### config.mk
export PLATFORM = sky130hd
export DESIGN_NAME = decode_stage_flat
export DESIGN_NICKNAME = d
export VERILOG_FILES = /design/src/rtl/decode_if.sv /design/src/rtl/decode_stage.sv /design/src/flat_wrapper.sv
export SDC_FILE = /design/constraint.sdc
export NUM_CORES = 1
export LEC_CHECK = 0
export BUFFER_PORTS_ARGS = -buffer_cell sky130_fd_sc_hd__buf_4
export CORE_UTILIZATION = 25
export CTS_BUF_LIST = sky130_fd_sc_hd__clkbuf_8 sky130_fd_sc_hd__clkbuf_16
export DETAILED_ROUTE_END_ITERATION = 10
export GPL_ROUTABILITY_DRIVEN = 0
export PLACE_DENSITY = 0.49
export SYNTH_ARGS = -nofsm -noshare
export SYNTH_HDL_FRONTEND = slang
export SYNTH_SLANG_ARGS = --single-unit
### constraint.sdc
create_clock -name clk -period 1.6 [get_ports clk]
set_input_delay 0.08 -clock clk [delete_from_list [all_inputs] [get_ports clk]]
set_output_delay 0.08 -clock clk [all_outputs]
set_load 0.02 [all_outputs]
### src/rtl/decode_if.sv
// decode_if: fetch-side and execute-side handshake bundle for decode_stage.
// The decoder uses the slave modport; fetch/execute (or a bench) uses master.
interface decode_if #(
    parameter int DATA_WIDTH    = 32,
    parameter int ADDRESS_WIDTH = 5,
    parameter int ALU_WIDTH     = 4
);
    logic                     flush;
    logic                     in_valid;
    logic                     in_ready;
    logic [31:0]              in_instr;
    logic [DATA_WIDTH-1:0]    in_pc;
    logic                     out_valid;
    logic                     out_ready;
    logic [DATA_WIDTH-1:0]    out_pc;
    logic [ADDRESS_WIDTH-1:0] out_rd;
    logic [ADDRESS_WIDTH-1:0] out_rs1;
    logic [ADDRESS_WIDTH-1:0] out_rs2;
    logic [DATA_WIDTH-1:0]    out_imm;
    logic [2:0]               out_imm_src;
    logic [ALU_WIDTH-1:0]     out_alu_ctrl;
    logic                     out_alu_src;
    logic                     out_reg_write;
    logic                     out_mem_write;
    logic                     out_mem_read;
    logic                     out_branch;
    logic                     out_jump;
    logic                     out_illegal;

    modport slave (
        input  flush, in_valid, in_instr, in_pc, out_ready,
        output in_ready, out_valid, out_pc, out_rd, out_rs1, out_rs2, out_imm,
               out_imm_src, out_alu_ctrl, out_alu_src, out_reg_write, out_mem_write,
               out_mem_read, out_branch, out_jump, out_illegal
    );

    modport master (
        output flush, in_valid, in_instr, in_pc, out_ready,
        input  in_ready, out_valid, out_pc, out_rd, out_rs1, out_rs2, out_imm,
               out_imm_src, out_alu_ctrl, out_alu_src, out_reg_write, out_mem_write,
               out_mem_read, out_branch, out_jump, out_illegal
    );
endinterface

### src/rtl/decode_stage.sv
// decode_stage: RV32I decoder with a 2-entry skid buffer and fully registered outputs.
// Define M_EXT_EN to also decode the RV32M multiply group (MUL/MULH/MULHSU/MULHU).
module decode_stage #(
    parameter int DATA_WIDTH    = 32,
    parameter int ADDRESS_WIDTH = 5,
    parameter int ALU_WIDTH     = 4
) (
    input  logic    clk,
    input  logic    rst,
    decode_if.slave bus
);
    localparam logic [6:0] OP_R      = 7'b0110011;
    localparam logic [6:0] OP_LOAD   = 7'b0000011;
    localparam logic [6:0] OP_IMM    = 7'b0010011;
    localparam logic [6:0] OP_STORE  = 7'b0100011;
    localparam logic [6:0] OP_BRANCH = 7'b1100011;
    localparam logic [6:0] OP_AUIPC  = 7'b0010111;
    localparam logic [6:0] OP_LUI    = 7'b0110111;
    localparam logic [6:0] OP_JALR   = 7'b1100111;
    localparam logic [6:0] OP_JAL    = 7'b1101111;

    localparam logic [3:0] ALU_SUM  = 4'b0000;
    localparam logic [3:0] ALU_SUB  = 4'b0001;
    localparam logic [3:0] ALU_AND  = 4'b0010;
    localparam logic [3:0] ALU_OR   = 4'b0011;
    localparam logic [3:0] ALU_SLL  = 4'b0100;
    localparam logic [3:0] ALU_SLT  = 4'b0101;
    localparam logic [3:0] ALU_XOR  = 4'b0110;
    localparam logic [3:0] ALU_SRL  = 4'b0111;
    localparam logic [3:0] ALU_SRA  = 4'b1000;
    localparam logic [3:0] ALU_SLTU = 4'b1001;
`ifdef M_EXT_EN
    localparam logic [3:0] ALU_MUL  = 4'b1010;
`endif

    localparam logic [2:0] IMM_I = 3'd0;
    localparam logic [2:0] IMM_U = 3'd1;
    localparam logic [2:0] IMM_S = 3'd2;
    localparam logic [2:0] IMM_B = 3'd3;
    localparam logic [2:0] IMM_J = 3'd4;

    typedef struct packed {
        logic [DATA_WIDTH-1:0]    pc;
        logic [ADDRESS_WIDTH-1:0] rd;
        logic [ADDRESS_WIDTH-1:0] rs1;
        logic [ADDRESS_WIDTH-1:0] rs2;
        logic [DATA_WIDTH-1:0]    imm;
        logic [2:0]               imm_src;
        logic [ALU_WIDTH-1:0]     alu_ctrl;
        logic                     alu_src;
        logic                     reg_write;
        logic                     mem_write;
        logic                     mem_read;
        logic                     branch;
        logic                     jump;
        logic                     illegal;
    } entry_t;

    typedef enum logic [1:0] {S_EMPTY = 2'd0, S_ONE = 2'd1, S_TWO = 2'd2} state_t;

    state_t      state_q, state_d, step_state;
    entry_t      out_q, out_d, skid_q, skid_d, dec;
    logic        out_valid_q, out_valid_d, in_ready_q, in_ready_d;
    logic        accept, r_base_legal;
    logic [31:0] instr, imm32;
    logic [6:0]  opcode, funct7;
    logic [2:0]  funct3, imm_src;
    logic [3:0]  alu4;
    logic        alu_src, reg_write, mem_write, mem_read, branch, jump, illegal;

    // Shared funct3 -> ALU mapping for register and immediate arithmetic; alt selects SUB/SRA.
    function automatic logic [3:0] alu_of(input logic [2:0] f3, input logic alt);
        logic [3:0] code;
        case (f3)
            3'b000:  code = alt ? ALU_SUB : ALU_SUM;
            3'b001:  code = ALU_SLL;
            3'b010:  code = ALU_SLT;
            3'b011:  code = ALU_SLTU;
            3'b100:  code = ALU_XOR;
            3'b101:  code = alt ? ALU_SRA : ALU_SRL;
            3'b110:  code = ALU_OR;
            3'b111:  code = ALU_AND;
            default: code = ALU_SUM;
        endcase
        return code;
    endfunction

    assign instr  = bus.in_instr;
    assign opcode = instr[6:0];
    assign funct3 = instr[14:12];
    assign funct7 = instr[31:25];
    assign accept = bus.in_valid & in_ready_q;
    assign r_base_legal = (funct7 == 7'b0000000) ||
                          ((funct7 == 7'b0100000) && ((funct3 == 3'b000) || (funct3 == 3'b101)));

    // Opcode decode into control enables; illegal encodings keep every enable low and ALU at SUM.
    always_comb begin
        alu4      = ALU_SUM;
        imm_src   = IMM_I;
        alu_src   = 1'b0;
        reg_write = 1'b0;
        mem_write = 1'b0;
        mem_read  = 1'b0;
        branch    = 1'b0;
        jump      = 1'b0;
        illegal   = 1'b0;
        case (opcode)
            OP_R: begin
                if (r_base_legal) begin
                    reg_write = 1'b1;
                    alu4      = alu_of(funct3, funct7[5]);
                end
`ifdef M_EXT_EN
                else if ((funct7 == 7'b0000001) && !funct3[2]) begin
                    reg_write = 1'b1;
                    alu4      = ALU_MUL + {2'b00, funct3[1:0]};
                end
`endif
                else begin
                    illegal = 1'b1;
                end
            end
            OP_LOAD: begin
                reg_write = 1'b1;
                mem_read  = 1'b1;
                alu_src   = 1'b1;
            end
            OP_IMM: begin
                reg_write = 1'b1;
                alu_src   = 1'b1;
                alu4      = alu_of(funct3, instr[30] & (funct3 == 3'b101));
            end
            OP_STORE: begin
                mem_write = 1'b1;
                alu_src   = 1'b1;
                imm_src   = IMM_S;
            end
            OP_BRANCH: begin
                branch  = 1'b1;
                alu4    = ALU_SUB;
                imm_src = IMM_B;
            end
            OP_AUIPC, OP_LUI: begin
                reg_write = 1'b1;
                alu_src   = 1'b1;
                imm_src   = IMM_U;
            end
            OP_JALR: begin
                reg_write = 1'b1;
                jump      = 1'b1;
                alu_src   = 1'b1;
            end
            OP_JAL: begin
                reg_write = 1'b1;
                jump      = 1'b1;
                alu_src   = 1'b1;
                imm_src   = IMM_J;
            end
            default: illegal = 1'b1;
        endcase
    end

    // Immediate selection and packing of the decoded entry captured on accept.
    always_comb begin
        case (imm_src)
            IMM_U:   imm32 = {instr[31:12], 12'b0};
            IMM_S:   imm32 = {{20{instr[31]}}, instr[31:25], instr[11:7]};
            IMM_B:   imm32 = {{19{instr[31]}}, instr[31], instr[7], instr[30:25], instr[11:8], 1'b0};
            IMM_J:   imm32 = {{11{instr[31]}}, instr[31], instr[19:12], instr[20], instr[30:21], 1'b0};
            default: imm32 = {{20{instr[31]}}, instr[31:20]};
        endcase
        dec           = '0;
        dec.pc        = bus.in_pc;
        dec.rd        = ADDRESS_WIDTH'(instr[11:7]);
        dec.rs1       = ADDRESS_WIDTH'(instr[19:15]);
        dec.rs2       = ADDRESS_WIDTH'(instr[24:20]);
        dec.imm       = DATA_WIDTH'($signed(imm32));
        dec.imm_src   = imm_src;
        dec.alu_ctrl  = ALU_WIDTH'(alu4);
        dec.alu_src   = alu_src;
        dec.reg_write = reg_write;
        dec.mem_write = mem_write;
        dec.mem_read  = mem_read;
        dec.branch    = branch;
        dec.jump      = jump;
        dec.illegal   = illegal;
    end

    // Skid-buffer next state: the output register only changes when it is empty or being consumed.
    always_comb begin
        step_state = state_q;
        out_d      = out_q;
        skid_d     = skid_q;
        case (state_q)
            S_EMPTY: begin
                if (accept) begin
                    step_state = S_ONE;
                    out_d      = dec;
                end else begin
                    step_state = S_EMPTY;
                end
            end
            S_ONE: begin
                if (accept && bus.out_ready) begin
                    out_d = dec;
                end else if (accept) begin
                    skid_d     = dec;
                    step_state = S_TWO;
                end else if (bus.out_ready) begin
                    step_state = S_EMPTY;
                end else begin
                    step_state = S_ONE;
                end
            end
            S_TWO: begin
                if (bus.out_ready) begin
                    out_d      = skid_q;
                    step_state = S_ONE;
                end else begin
                    step_state = S_TWO;
                end
            end
            default: step_state = S_EMPTY;
        endcase
        state_d     = bus.flush ? S_EMPTY : step_state;
        out_valid_d = (state_d != S_EMPTY);
        in_ready_d  = (state_d != S_TWO);
    end

    // State, entry storage and registered handshake outputs.
    always_ff @(posedge clk) begin
        if (rst) begin
            state_q     <= S_EMPTY;
            out_q       <= '0;
            skid_q      <= '0;
            out_valid_q <= 1'b0;
            in_ready_q  <= 1'b1;
        end else begin
            state_q     <= state_d;
            out_q       <= out_d;
            skid_q      <= skid_d;
            out_valid_q <= out_valid_d;
            in_ready_q  <= in_ready_d;
        end
    end

    assign bus.in_ready      = in_ready_q;
    assign bus.out_valid     = out_valid_q;
    assign bus.out_pc        = out_q.pc;
    assign bus.out_rd        = out_q.rd;
    assign bus.out_rs1       = out_q.rs1;
    assign bus.out_rs2       = out_q.rs2;
    assign bus.out_imm       = out_q.imm;
    assign bus.out_imm_src   = out_q.imm_src;
    assign bus.out_alu_ctrl  = out_q.alu_ctrl;
    assign bus.out_alu_src   = out_q.alu_src;
    assign bus.out_reg_write = out_q.reg_write;
    assign bus.out_mem_write = out_q.mem_write;
    assign bus.out_mem_read  = out_q.mem_read;
    assign bus.out_branch    = out_q.branch;
    assign bus.out_jump      = out_q.jump;
    assign bus.out_illegal   = out_q.illegal;
endmodule

### src/flat_wrapper.sv
// flat-port wrapper written by rule: the top's interface ports become plain ports
module decode_stage_flat 
#(
    parameter int DATA_WIDTH    = 32,
    parameter int ADDRESS_WIDTH = 5,
    parameter int ALU_WIDTH     = 4
)
  (clk, rst, bus_flush, bus_in_valid, bus_in_instr, bus_in_pc, bus_out_ready, bus_in_ready, bus_out_valid, bus_out_pc, bus_out_rd, bus_out_rs1, bus_out_rs2, bus_out_imm, bus_out_imm_src, bus_out_alu_ctrl, bus_out_alu_src, bus_out_reg_write, bus_out_mem_write, bus_out_mem_read, bus_out_branch, bus_out_jump, bus_out_illegal);
  decode_if #(.DATA_WIDTH(DATA_WIDTH), .ADDRESS_WIDTH(ADDRESS_WIDTH), .ALU_WIDTH(ALU_WIDTH)) bus_i ();
  input  logic clk;
  input  logic rst;
  input wire logic [$bits(bus_i.flush)-1:0] bus_flush;
  input wire logic [$bits(bus_i.in_valid)-1:0] bus_in_valid;
  input wire logic [$bits(bus_i.in_instr)-1:0] bus_in_instr;
  input wire logic [$bits(bus_i.in_pc)-1:0] bus_in_pc;
  input wire logic [$bits(bus_i.out_ready)-1:0] bus_out_ready;
  output wire logic [$bits(bus_i.in_ready)-1:0] bus_in_ready;
  output wire logic [$bits(bus_i.out_valid)-1:0] bus_out_valid;
  output wire logic [$bits(bus_i.out_pc)-1:0] bus_out_pc;
  output wire logic [$bits(bus_i.out_rd)-1:0] bus_out_rd;
  output wire logic [$bits(bus_i.out_rs1)-1:0] bus_out_rs1;
  output wire logic [$bits(bus_i.out_rs2)-1:0] bus_out_rs2;
  output wire logic [$bits(bus_i.out_imm)-1:0] bus_out_imm;
  output wire logic [$bits(bus_i.out_imm_src)-1:0] bus_out_imm_src;
  output wire logic [$bits(bus_i.out_alu_ctrl)-1:0] bus_out_alu_ctrl;
  output wire logic [$bits(bus_i.out_alu_src)-1:0] bus_out_alu_src;
  output wire logic [$bits(bus_i.out_reg_write)-1:0] bus_out_reg_write;
  output wire logic [$bits(bus_i.out_mem_write)-1:0] bus_out_mem_write;
  output wire logic [$bits(bus_i.out_mem_read)-1:0] bus_out_mem_read;
  output wire logic [$bits(bus_i.out_branch)-1:0] bus_out_branch;
  output wire logic [$bits(bus_i.out_jump)-1:0] bus_out_jump;
  output wire logic [$bits(bus_i.out_illegal)-1:0] bus_out_illegal;
  assign bus_i.flush = bus_flush;
  assign bus_i.in_valid = bus_in_valid;
  assign bus_i.in_instr = bus_in_instr;
  assign bus_i.in_pc = bus_in_pc;
  assign bus_i.out_ready = bus_out_ready;
  assign bus_in_ready = bus_i.in_ready;
  assign bus_out_valid = bus_i.out_valid;
  assign bus_out_pc = bus_i.out_pc;
  assign bus_out_rd = bus_i.out_rd;
  assign bus_out_rs1 = bus_i.out_rs1;
  assign bus_out_rs2 = bus_i.out_rs2;
  assign bus_out_imm = bus_i.out_imm;
  assign bus_out_imm_src = bus_i.out_imm_src;
  assign bus_out_alu_ctrl = bus_i.out_alu_ctrl;
  assign bus_out_alu_src = bus_i.out_alu_src;
  assign bus_out_reg_write = bus_i.out_reg_write;
  assign bus_out_mem_write = bus_i.out_mem_write;
  assign bus_out_mem_read = bus_i.out_mem_read;
  assign bus_out_branch = bus_i.out_branch;
  assign bus_out_jump = bus_i.out_jump;
  assign bus_out_illegal = bus_i.out_illegal;
  decode_stage #(.DATA_WIDTH(DATA_WIDTH), .ADDRESS_WIDTH(ADDRESS_WIDTH), .ALU_WIDTH(ALU_WIDTH)) u_core (.clk(clk), .rst(rst), .bus(bus_i));
endmodule
==> qor.csv, run 1 <==
stage,metric,value,unit
finish,final instance area,11800,µm²
placement,Buffers on Ports,163,
sta,RSZ-0062 raised after global routing,yes,
placement,dpl hpwl,17700,µm
floorplan,Rows,66,
sta,Final period util,106,%
worst_setup_path,WS Path Type,reg -> reg,
finish,Layout Area Growth over Synthesis,42.8,%
power,NetSw,3.19,mW
placement,pre-CTS WS,-0.0910,ns
clock_tree,CTS tree,built,
sta,Final setup viols,17,
finish,Layout fillers,3355,
power,cell-internal power,7.84,mW
synthesis,"Top FF cell, synth",dfxtp_1,
power,clock power share,36.6,%
power,pwr dens,931,nW/µm²
routing,DRC,0,
routing,DR WL/cell,17.2,µm
worst_setup_path,critical path arrival,2.03,ns
status,outcome,"complete, but fails checks",
synthesis,register bit count reported by yosys,190,
global_route,gr usage total,15.8,%
clock_tree,Root Buffer,clkbuf_16,
worst_setup_path,Setup crit start kind,register,
synthesis,top-count cell post-synth,nand2_1,
sta,hold_ws,0.0340,ns
clock_tree,CTS Sinks,190,
finish,ANT cells,0,
hold_path,Worst Hold Launch,bus_in_instr[26],
global_route,GR Overflow Total,0,
synthesis,Synth area leaders,"dfxtp_1 (46%), nand2_1 (11%), a21oi_1 (5.6%)",
power,static leakage power,4.58,nW
finish,# nets final,1280,
synthesis,Post-Syn Nets,1069,
worst_setup_path,Worst path max stage delay,0.35,ns
worst_setup_path,reg2reg start,u_core.state_q[1],
clock_tree,Skew-Pair Late Insertion Delay,0.44,ns
sta,Max Freq,591,MHz
worst_setup_path,R2R depth,6,
flow_run,Max Cap Viol,0,
global_route,antenna violations before repair,0,
sta,Layout Skew,0.00747,ns
routing,Starting DRT DRC Count,567,
synthesis,"FFs w/ async S/R, synth",0,%
floorplan,Die ar.,33900,µm²
power,Gate power share,17.4,%
power,switching portion of total power,28.9,%
clock_tree,Num CTS Buffers,17,
sta,setup ws final,-0.0912,ns
finish,Register Area,3810,µm²
worst_setup_path,Bufs and invs on worst path,3,
power,total power,11.0,mW
synthesis,"Distinct cells, synth",66,
worst_setup_path,"setup slack, reg-to-reg",-0.09,ns
synthesis,Yosys top cell area share,45.9,%
floorplan,Starting Density,25.4,%
finish,area of the multi-input gates,4150,µm²
sta,Rel. slew slack,62.7,%
finish,layout cell share with drive strength beyond 1,27.8,%
synthesis,register area share after synthesis,45.9,%
placement,total placed cells including tap cells,1558,
sta,Period minus WS final,1.69,ns
placement,"Cell Area, Placed",10200,µm²
power,Flop pwr share,46.0,%
worst_setup_path,CP required,1.94,ns
floorplan,Die Wd,184,µm
global_route,largest net degree at the start of global routing,60,
sta,worst slew pin tran,0.560,ns
synthesis,Syn. warnings,0,
floorplan,DIE HEIGHT,184,µm
floorplan,core area,32600,µm²
status,failing checks,negative setup slack,
routing,vias per cell,4.82,
synthesis,Mapped Area,8290,µm²
worst_setup_path,RR Endpoint,u_core.bus.out_imm[4],
worst_setup_path,cells along the critical path,and3b_2 > a22o_4 > buf_12 > buf_12 > clkbuf_16 > a2111oi_2,
routing,Final ANT Viol Nets,0,
hold_path,Hold Crit Depth,3,
synthesis,Synth Instances,1000,
routing,drt total wl,28700,µm
synthesis,dominant cell type by area after synthesis,dfxtp_1,
sta,"Slew Viols, Final",0,
worst_setup_path,most frequent CP cell,buf_12,
worst_setup_path,Top delay family on crit path,compound AO/OA/AOI/OAI gates,
routing,total number of vias,8028,
worst_setup_path,critical path peak fanout,10,
synthesis,"EDFF count, synth",0,
routing,router iterations before antenna repair,9,
synthesis,Synth top cells by count,"nand2_1 (246), dfxtp_1 (190), nor2_1 (113)",
global_route,vias in the first global route,7248,
worst_setup_path,CP max-delay cell,dfxtp_2,
hold_path,Min-Delay Endpoint,u_core.bus.out_imm[6],
clock_tree,H-tree Lvls,4,
worst_setup_path,kind of end point of the critical path,register,
synthesis,Avg Inst Size Synth,8.29,µm²
global_route,first-pass GRT wire length,41500,µm
floorplan,# IOs,164,
clock_tree,Worst-path clk slew,0.08,ns
power,maximum vdd drop,0.720,mV
finish,Layout Cells excl Fill,1666,
sta,Final Hold Vio Count,0,
hold_path,min-delay worst type,in -> reg,
clock_tree,clk buf depth,2,
==> worst max path at each step <==
| stage | startpoint | to | slack, ns | depth (start not counted) |
|---|---|---|---|---|
| 3_3_place_gp | u_core.state_q[1] | u_core.bus.out_illegal | -0.09 | 6 |
| 4_1_cts | u_core.state_q[1] | u_core.bus.out_imm[14] | 0.00007 | 5 |
| 3_5_place_dp | u_core.state_q[1] | u_core.bus.out_imm[14] | -0.09 | 5 |
| 2_1_floorplan | u_core.bus.in_ready | u_core.skid_q[68] | -0.00003 | 6 |
| 5_1_grt | u_core.state_q[1] | u_core.bus.out_imm[4] | -0.14 | 6 |
| 6_report | u_core.state_q[1] | u_core.bus.out_imm[4] | -0.09 | 6 |
==> cell usage in the layout, fill, tap and decap left out, types with 25 or more instances in the layout <==
master,n
dlygate4sd3_1,54
buf_12,25
nor2_1,109
dfxtp_1,187
buf_4,193
a21oi_1,93
clkbuf_16,26
nor3_1,33
nand2_1,245
a311oi_1,31
==> sequential cells by signal, summed over array words and instances, names as in the netlist, 3 cells and up <==
register	cells
u_core.bus.out_alu_ctrl	4
u_core.bus.out_rd	5
u_core.bus.out_rs1	5
u_core.bus.out_imm_src	3
u_core.skid_q	93
u_core.bus.out_rs2	5
u_core.bus.out_pc	32
u_core.bus.out_imm	32
==> power groups by stage <==
stage	Sequential (mW)	Combinational, mW	Clock [mW]
6_report	5.07	1.92	4.03
5_1_grt	5.09	2.07	4.33
4_1_cts	5.07	1.74	4.14
3_5_place_dp	5.18	1.62	0
3_3_place_gp	5.18	1.61	0
2_1_floorplan	5.37	0.694	0
==> kinds of logic after synthesis <==
family | Yosys count | share of synthesized area (%)
simple gates | 448 | 23.5
buf+inv | 96 | 6.40
mux | 1 | 0.121
compound gates | 263 | 23.9
xor+xnor | 2 | 0.211
flops | 190 | 45.9
==> cell type report <==
type | instances | area share (%)
Multi-Input combinational cell | 714 | 35.0
Sequential cell | 190 | 32.1
Timing Repair Buffer | 286 | 23.5
Tap cell | 442 | 4.67
Clock buffer | 17 | 3.59
Clock inverter | 15 | 0.961
Inverter | 2 | 0.0634
==> per-stage QoR <==
step	TNS, ns	utilization [%]
after floorplan	-0.0000783	-
after global placement	-0.615	31.2
after detailed placement	-0.848	31.2
after CTS	0	34.7
after global routing	-2.52	36.3
final	-0.304	36.3
==> what timing repair did <==
action	4_1_cts	5_1_grt
cloned	1	10
pin swaps	3	7
setup buffers	3	9
hold endpoints to repair	105	0
hold buffers	54	0
gates resized for setup	3	40
setup endpoints to repair	55	108
==> layer usage <==
| layer | wire [µm] | share of wire (%) | global-route usage [%] | vias to the layer above |
|---|---|---|---|---|
| li1 | - | - | - | 3938 |
| met1 | 13700 | 48 | 21.5 | 3870 |
| met2 | 13300 | 47 | 25.0 | 202 |
| met3 | 1370 | 4.8 | 3.48 | 18 |
| met4 | 315 | 1.1 | 4.33 | 0 |
| met5 | 0 | 0 | 0 | - |
==> worst register-to-register path, delay by kind of cell, from the launching register on <==
| family | cells | cell delay, ns |
|---|---|---|
| AO/OA/AOI/OAI | 2 | 0.58 |
| buffers and inverters | 3 | 0.42 |
| flip-flops | 1 | 0.35 |
| AND/OR/NAND/NOR | 1 | 0.26 |
Note: power is estimated with default switching activity, not from simulation.
==> inputs of run 2 (changes only) <==
--- a/config.mk
+++ b/config.mk
@@ -5,12 +5,13 @@
 export SDC_FILE = /design/constraint.sdc
 export NUM_CORES = 1
 export LEC_CHECK = 0
-export BUFFER_PORTS_ARGS = -buffer_cell sky130_fd_sc_hd__buf_4
+export BUFFER_PORTS_ARGS = -buffer_cell sky130_fd_sc_hd__buf_2
 export CORE_UTILIZATION = 25
 export CTS_BUF_LIST = sky130_fd_sc_hd__clkbuf_8 sky130_fd_sc_hd__clkbuf_16
 export DETAILED_ROUTE_END_ITERATION = 10
 export GPL_ROUTABILITY_DRIVEN = 0
 export PLACE_DENSITY = 0.49
+export SETUP_SLACK_MARGIN = 0.1
 export SYNTH_ARGS = -nofsm -noshare
 export SYNTH_HDL_FRONTEND = slang
 export SYNTH_SLANG_ARGS = --single-unit
==> qor.csv, run 2 (synthesis results as in run 1) <==
stage,metric,value,unit
status,outcome,"complete, but fails checks",
status,failing checks,negative setup slack,
sta,Final Hold Vio Count,0,
hold_path,min-delay worst type,in -> reg,
routing,Final ANT Viol Nets,0,
power,Flop pwr share,45.1,%
sta,Max Freq,623,MHz
worst_setup_path,CP required,1.96,ns
worst_setup_path,WS Path Type,reg -> reg,
finish,"most common cell after layout, fill and taps aside",nand2_1,
flow_run,Max Cap Viol,0,
finish,most flop-heavy register,u_core.skid_q,
placement,Buffers on Ports,163,
floorplan,# IOs,164,
floorplan,Starting Density,25.4,%
finish,# nets final,1317,
sta,Final period util,100,%
power,static leakage power,5.21,nW
clock_tree,CTS Sinks,190,
sta,Layout Skew,0.00821,ns
global_route,vias in the first global route,7364,
global_route,GR Overflow Total,0,
clock_tree,clk buf depth,2,
sta,hold_ws,0.0214,ns
power,pwr dens,875,nW/µm²
worst_setup_path,critical path arrival,1.97,ns
finish,most frequent cells in the layout,"nand2_1 (200), dfxtp_1 (187), buf_2 (162), nor2_1 (70), a21oi_1 (54)",
floorplan,Die ar.,33900,µm²
placement,dpl hpwl,17700,µm
sta,"Slew Viols, Final",0,
sta,worst slew pin tran,0.564,ns
finish,Layout Cells excl Fill,1703,
sta,Rel. slew slack,62.3,%
finish,Layout Area Growth over Synthesis,55.3,%
routing,met2 wire length,14300,µm
clock_tree,Root Buffer,clkbuf_16,
power,switching portion of total power,28.5,%
routing,Max Used Layer,met4,
floorplan,Die Wd,184,µm
routing,vias per cell,4.83,
routing,DR WL/cell,17.8,µm
worst_setup_path,critical path peak fanout,5,
floorplan,DIE HEIGHT,184,µm
finish,final core utilization,39.5,%
routing,Starting DRT DRC Count,430,
power,total power,11.3,mW
routing,router iterations before antenna repair,5,
clock_tree,CTS tree,built,
finish,max FFs per register,93,
global_route,gr usage total,16.5,%
worst_setup_path,CP max-delay cell,dfxtp_2,
routing,met3 wire len,1410,µm
clock_tree,Skew-Pair Late Insertion Delay,0.44,ns
floorplan,core area,32600,µm²
clock_tree,Worst-path clk slew,0.07,ns
routing,WL met1,14100,µm
worst_setup_path,Worst path max stage delay,0.34,ns
clock_tree,H-tree Lvls,4,
global_route,first-pass GRT wire length,42800,µm
power,NetSw,3.21,mW
worst_setup_path,Bufs and invs on worst path,4,
placement,pre-CTS WS,-0.0562,ns
sta,Final setup viols,1,
worst_setup_path,kind of end point of the critical path,register,
power,clock power share,37.3,%
global_route,largest net degree at the start of global routing,69,
worst_setup_path,cells along the critical path,nand2_2 > or2_4 > nor2_4 > buf_6 > buf_6 > clkbuf_16 > buf_12 > nor2_4 > a211oi_2,
sta,Period minus WS final,1.60,ns
power,Gate power share,17.7,%
finish,layout cell share with drive strength beyond 1,42.2,%
finish,ANT cells,0,
routing,total number of vias,8224,
sta,RSZ-0062 raised after global routing,yes,
worst_setup_path,Top delay family on crit path,buffers and inverters,
power,cell-internal power,8.05,mW
power,maximum vdd drop,0.797,mV
placement,total placed cells including tap cells,1578,
global_route,antenna violations before repair,0,
clock_tree,Num CTS Buffers,17,
routing,drt total wl,30400,µm
routing,DRC,0,
worst_setup_path,Setup crit start kind,register,
floorplan,Rows,66,
sta,setup ws final,-0.00496,ns
## run 2: cell type report
class	instances	area, µm²
fill	3276	19700
multi-input combinational	714	4980
sequential	190	3810
timing repair buffer	323	2970
tap	442	553
clock buffer	20	467
clock inverter	12	97.6
inverter	2	7.51
## run 2: routing by layer
metal | track usage [%] | up-vias
met5 | 0 | -
met4 | 4.80 | 0
met3 | 4.23 | 21
met2 | 25.8 | 173
met1 | 22.2 | 4007
li1 | - | 4023
## run 2: worst min-delay path, cell delays in order
cell	delay, ns
buf_2	0.19
nand2_1	0.09
a21oi_1	0.05
## run 2: through the flow
step / instance area (µm²) / setup TNS, ns
6_report: 12900 / -0.00496
2_1_floorplan: 8310 / 0
5_1_grt: 12900 / -0.329
3_5_place_dp: 9940 / -0.513
3_3_place_gp: 9940 / -0.277
4_1_cts: 11500 / 0
## run 2: power groups by stage
| stage | logic, mW | registers (mW) | clock network (mW) |
|---|---|---|---|
| 3_5_place_dp | 1.53 | 5.16 | 0 |
| 6_report | 1.99 | 5.08 | 4.20 |
| 4_1_cts | 1.76 | 5.06 | 4.28 |
| 3_3_place_gp | 1.52 | 5.16 | 0 |
| 5_1_grt | 2.13 | 5.10 | 4.48 |
| 2_1_floorplan | 0.695 | 5.37 | 0 |
## run 2: final timing paths
kind                       startpoint                end  slack (ns)  depth (start not counted)
hold / removal       bus_in_instr[21]  u_core.skid_q[47]        0.02                          3
setup reg to reg  u_core.bus.in_ready   u_core.skid_q[7]      -0.005                          9
setup / recovery  u_core.bus.in_ready   u_core.skid_q[7]      -0.005                          9
hold reg to reg     u_core.skid_q[90]  u_core.skid_q[90]        0.45                          2
## run 2: timing repair
action	in CTS	in global routing
resized for setup	59	238
hold buffers	49	0
cloned	5	18
buffers inserted	15	9
pin swaps	15	111
setup endpoints to repair	171	166
hold endpoints to repair	97	0
==> inputs of run 3 (changes only) <==
--- a/config.mk
+++ b/config.mk
@@ -10,7 +10,7 @@
 export CTS_BUF_LIST = sky130_fd_sc_hd__clkbuf_8 sky130_fd_sc_hd__clkbuf_16
 export DETAILED_ROUTE_END_ITERATION = 10
 export GPL_ROUTABILITY_DRIVEN = 0
-export PLACE_DENSITY = 0.49
+export PLACE_DENSITY_LB_ADDON = 0.08
 export SETUP_SLACK_MARGIN = 0.1
 export SYNTH_ARGS = -nofsm -noshare
 export SYNTH_HDL_FRONTEND = slang
==> qor.csv, run 3 (synthesis results as in run 1) <==
stage,metric,value,unit
status,outcome,"complete, but fails checks",
status,failing checks,negative setup slack,
clock_tree,clk buf depth,2,
global_route,vias in the first global route,7862,
clock_tree,Num CTS Buffers,17,
sta,setup ws final,-0.00188,ns
sta,Rel. slew slack,56.1,%
worst_setup_path,Worst path max stage delay,0.33,ns
worst_setup_path,critical path arrival,1.90,ns
sta,"Slew Viols, Final",0,
finish,Layout fillers,3354,
floorplan,DIE HEIGHT,184,µm
worst_setup_path,CP Capture Point,u_core.skid_q[13],
placement,pre-CTS WS,-0.0734,ns
clock_tree,Skew-Pair Late Insertion Delay,0.44,ns
power,static leakage power,5.01,nW
floorplan,Die Wd,184,µm
placement,dpl hpwl,18900,µm
global_route,GR Overflow Total,0,
finish,layout cell share with drive strength beyond 1,37.8,%
floorplan,# IOs,164,
worst_setup_path,stages on the worst setup path,8,
routing,Final ANT Viol Nets,0,
clock_tree,CTS tree,built,
worst_setup_path,cells along the critical path,and3b_2 > buf_4 > buf_8 > nand2_8 > buf_4 > buf_4 > a21oi_1 > nor2_1,
finish,max FFs per register,93,
finish,final core utilization,38.8,%
worst_setup_path,CP required,1.90,ns
routing,DR WL/cell,18.4,µm
flow_run,Max Cap Viol,0,
worst_setup_path,critical path peak fanout,6,
sta,Period minus WS final,1.60,ns
sta,RSZ-0062 raised after global routing,yes,
worst_setup_path,R2R depth,8,
global_route,largest net degree at the start of global routing,68,
power,total power,11.3,mW
global_route,gr usage total,18.0,%
floorplan,Rows,66,
routing,router iterations before antenna repair,7,
routing,total number of vias,8188,
clock_tree,CTS Sinks,190,
sta,Max Freq,624,MHz
sta,Layout Skew,0.0117,ns
placement,total placed cells including tap cells,1582,
worst_setup_path,Bufs and invs on worst path,4,
routing,DRC,0,
routing,Starting DRT DRC Count,420,
finish,final instance area,12600,µm²
power,pwr dens,896,nW/µm²
global_route,first-pass GRT wire length,46700,µm
hold_path,min-delay worst type,in -> reg,
finish,Layout Cells excl Fill,1716,
sta,worst slew pin tran,0.658,ns
worst_setup_path,Setup crit start kind,register,
finish,most frequent cells in the layout,"nand2_1 (235), dfxtp_1 (187), buf_2 (162), nor2_1 (87), a21oi_1 (78)",
finish,Layout Area Growth over Synthesis,52.4,%
sta,Final period util,100,%
worst_setup_path,Setup crit start,u_core.state_q[1],
worst_setup_path,most frequent CP cell,buf_4,
worst_setup_path,kind of end point of the critical path,register,
power,maximum vdd drop,0.783,mV
clock_tree,Worst-path clk slew,0.08,ns
finish,most flop-heavy register,u_core.skid_q,
floorplan,Starting Density,25.4,%
floorplan,Die ar.,33900,µm²
worst_setup_path,"setup slack, reg-to-reg",-0.002,ns
sta,Final setup viols,1,
routing,vias per cell,4.77,
placement,"Cell Area, Placed",9990,µm²
worst_setup_path,reg2reg start,u_core.state_q[1],
worst_setup_path,CP max-delay cell,dfxtp_2,
finish,"most common cell after layout, fill and taps aside",nand2_1,
clock_tree,Root Buffer,clkbuf_16,
floorplan,core area,32600,µm²
sta,Final Hold Vio Count,0,
global_route,antenna violations before repair,1,
clock_tree,H-tree Lvls,4,
worst_setup_path,WS Path Type,reg -> reg,
finish,# nets final,1329,
sta,TNS Setup,-0.00188,ns
placement,Buffers on Ports,163,
worst_setup_path,RR Endpoint,u_core.skid_q[13],
sta,hold_ws,0.0453,ns
worst_setup_path,Top delay family on crit path,buffers and inverters,
routing,drt total wl,31600,µm
[run 3: worst min-delay path by stage]
stage                startpoint                end  slack, ns  cells after the start
2_1_floorplan         bus_flush  u_core.state_q[0]       0.17                      1
3_3_place_gp          bus_flush  u_core.state_q[0]       0.29                      2
3_5_place_dp          bus_flush  u_core.state_q[0]       0.29                      2
4_1_cts        bus_in_instr[26]  u_core.skid_q[20]       0.03                      4
5_1_grt        bus_in_instr[26]  u_core.skid_q[20]       0.03                      4
6_report       bus_in_instr[28]  u_core.skid_q[22]       0.05                      4
[run 3: area by class of cell]
| class | count | area [µm²] | area share [%] |
|---|---|---|---|
| multi-input combinational | 716 | 4620 | 36.5 |
| sequential | 190 | 3810 | 30.1 |
| timing repair buffer | 333 | 3080 | 24.3 |
| tap | 442 | 553 | 4.37 |
| clock buffer | 18 | 439 | 3.47 |
| clock inverter | 14 | 134 | 1.06 |
| inverter | 2 | 7.51 | 0.0594 |
| antenna | 1 | 2.50 | 0.0198 |
[run 3: worst register-to-register path, delay by kind of cell (launching register included)]
kind / cells / cell delay, ns
buffers and inverters: 4 / 0.55
AND/OR/NAND/NOR: 3 / 0.45
flip-flops: 1 / 0.33
AO/OA/AOI/OAI: 1 / 0.13
[run 3: power breakdown]
group / internal, mW / total [mW] / leakage (nW) / switching, mW
Sequential: 4.94 / 5.06 / 1.56 / 0.125
Clock: 2.22 / 4.31 / 0.277 / 2.09
Combinational: 0.837 / 1.95 / 3.18 / 1.11
[run 3: what timing repair did]
action | 4_1_cts | 5_1_grt
hold buffers | 50 | 0
endpoints found under the setup margin | 163 | 188
buffers inserted | 7 | 22
pin swaps | 3 | 60
resized for setup | 39 | 146
cloned | 6 | 17
hold endpoints to repair | 97 | 0
[run 3: routing by layer]
| layer | part of all wire [%] | vias up | GRT usage, % |
|---|---|---|---|
| met4 | 1.2 | 0 | 3.83 |
| li1 | - | 4046 | - |
| met2 | 47 | 169 | 29.7 |
| met3 | 4.1 | 23 | 3.44 |
| met5 | 0 | - | 0 |
| met1 | 48 | 3950 | 24.2 |
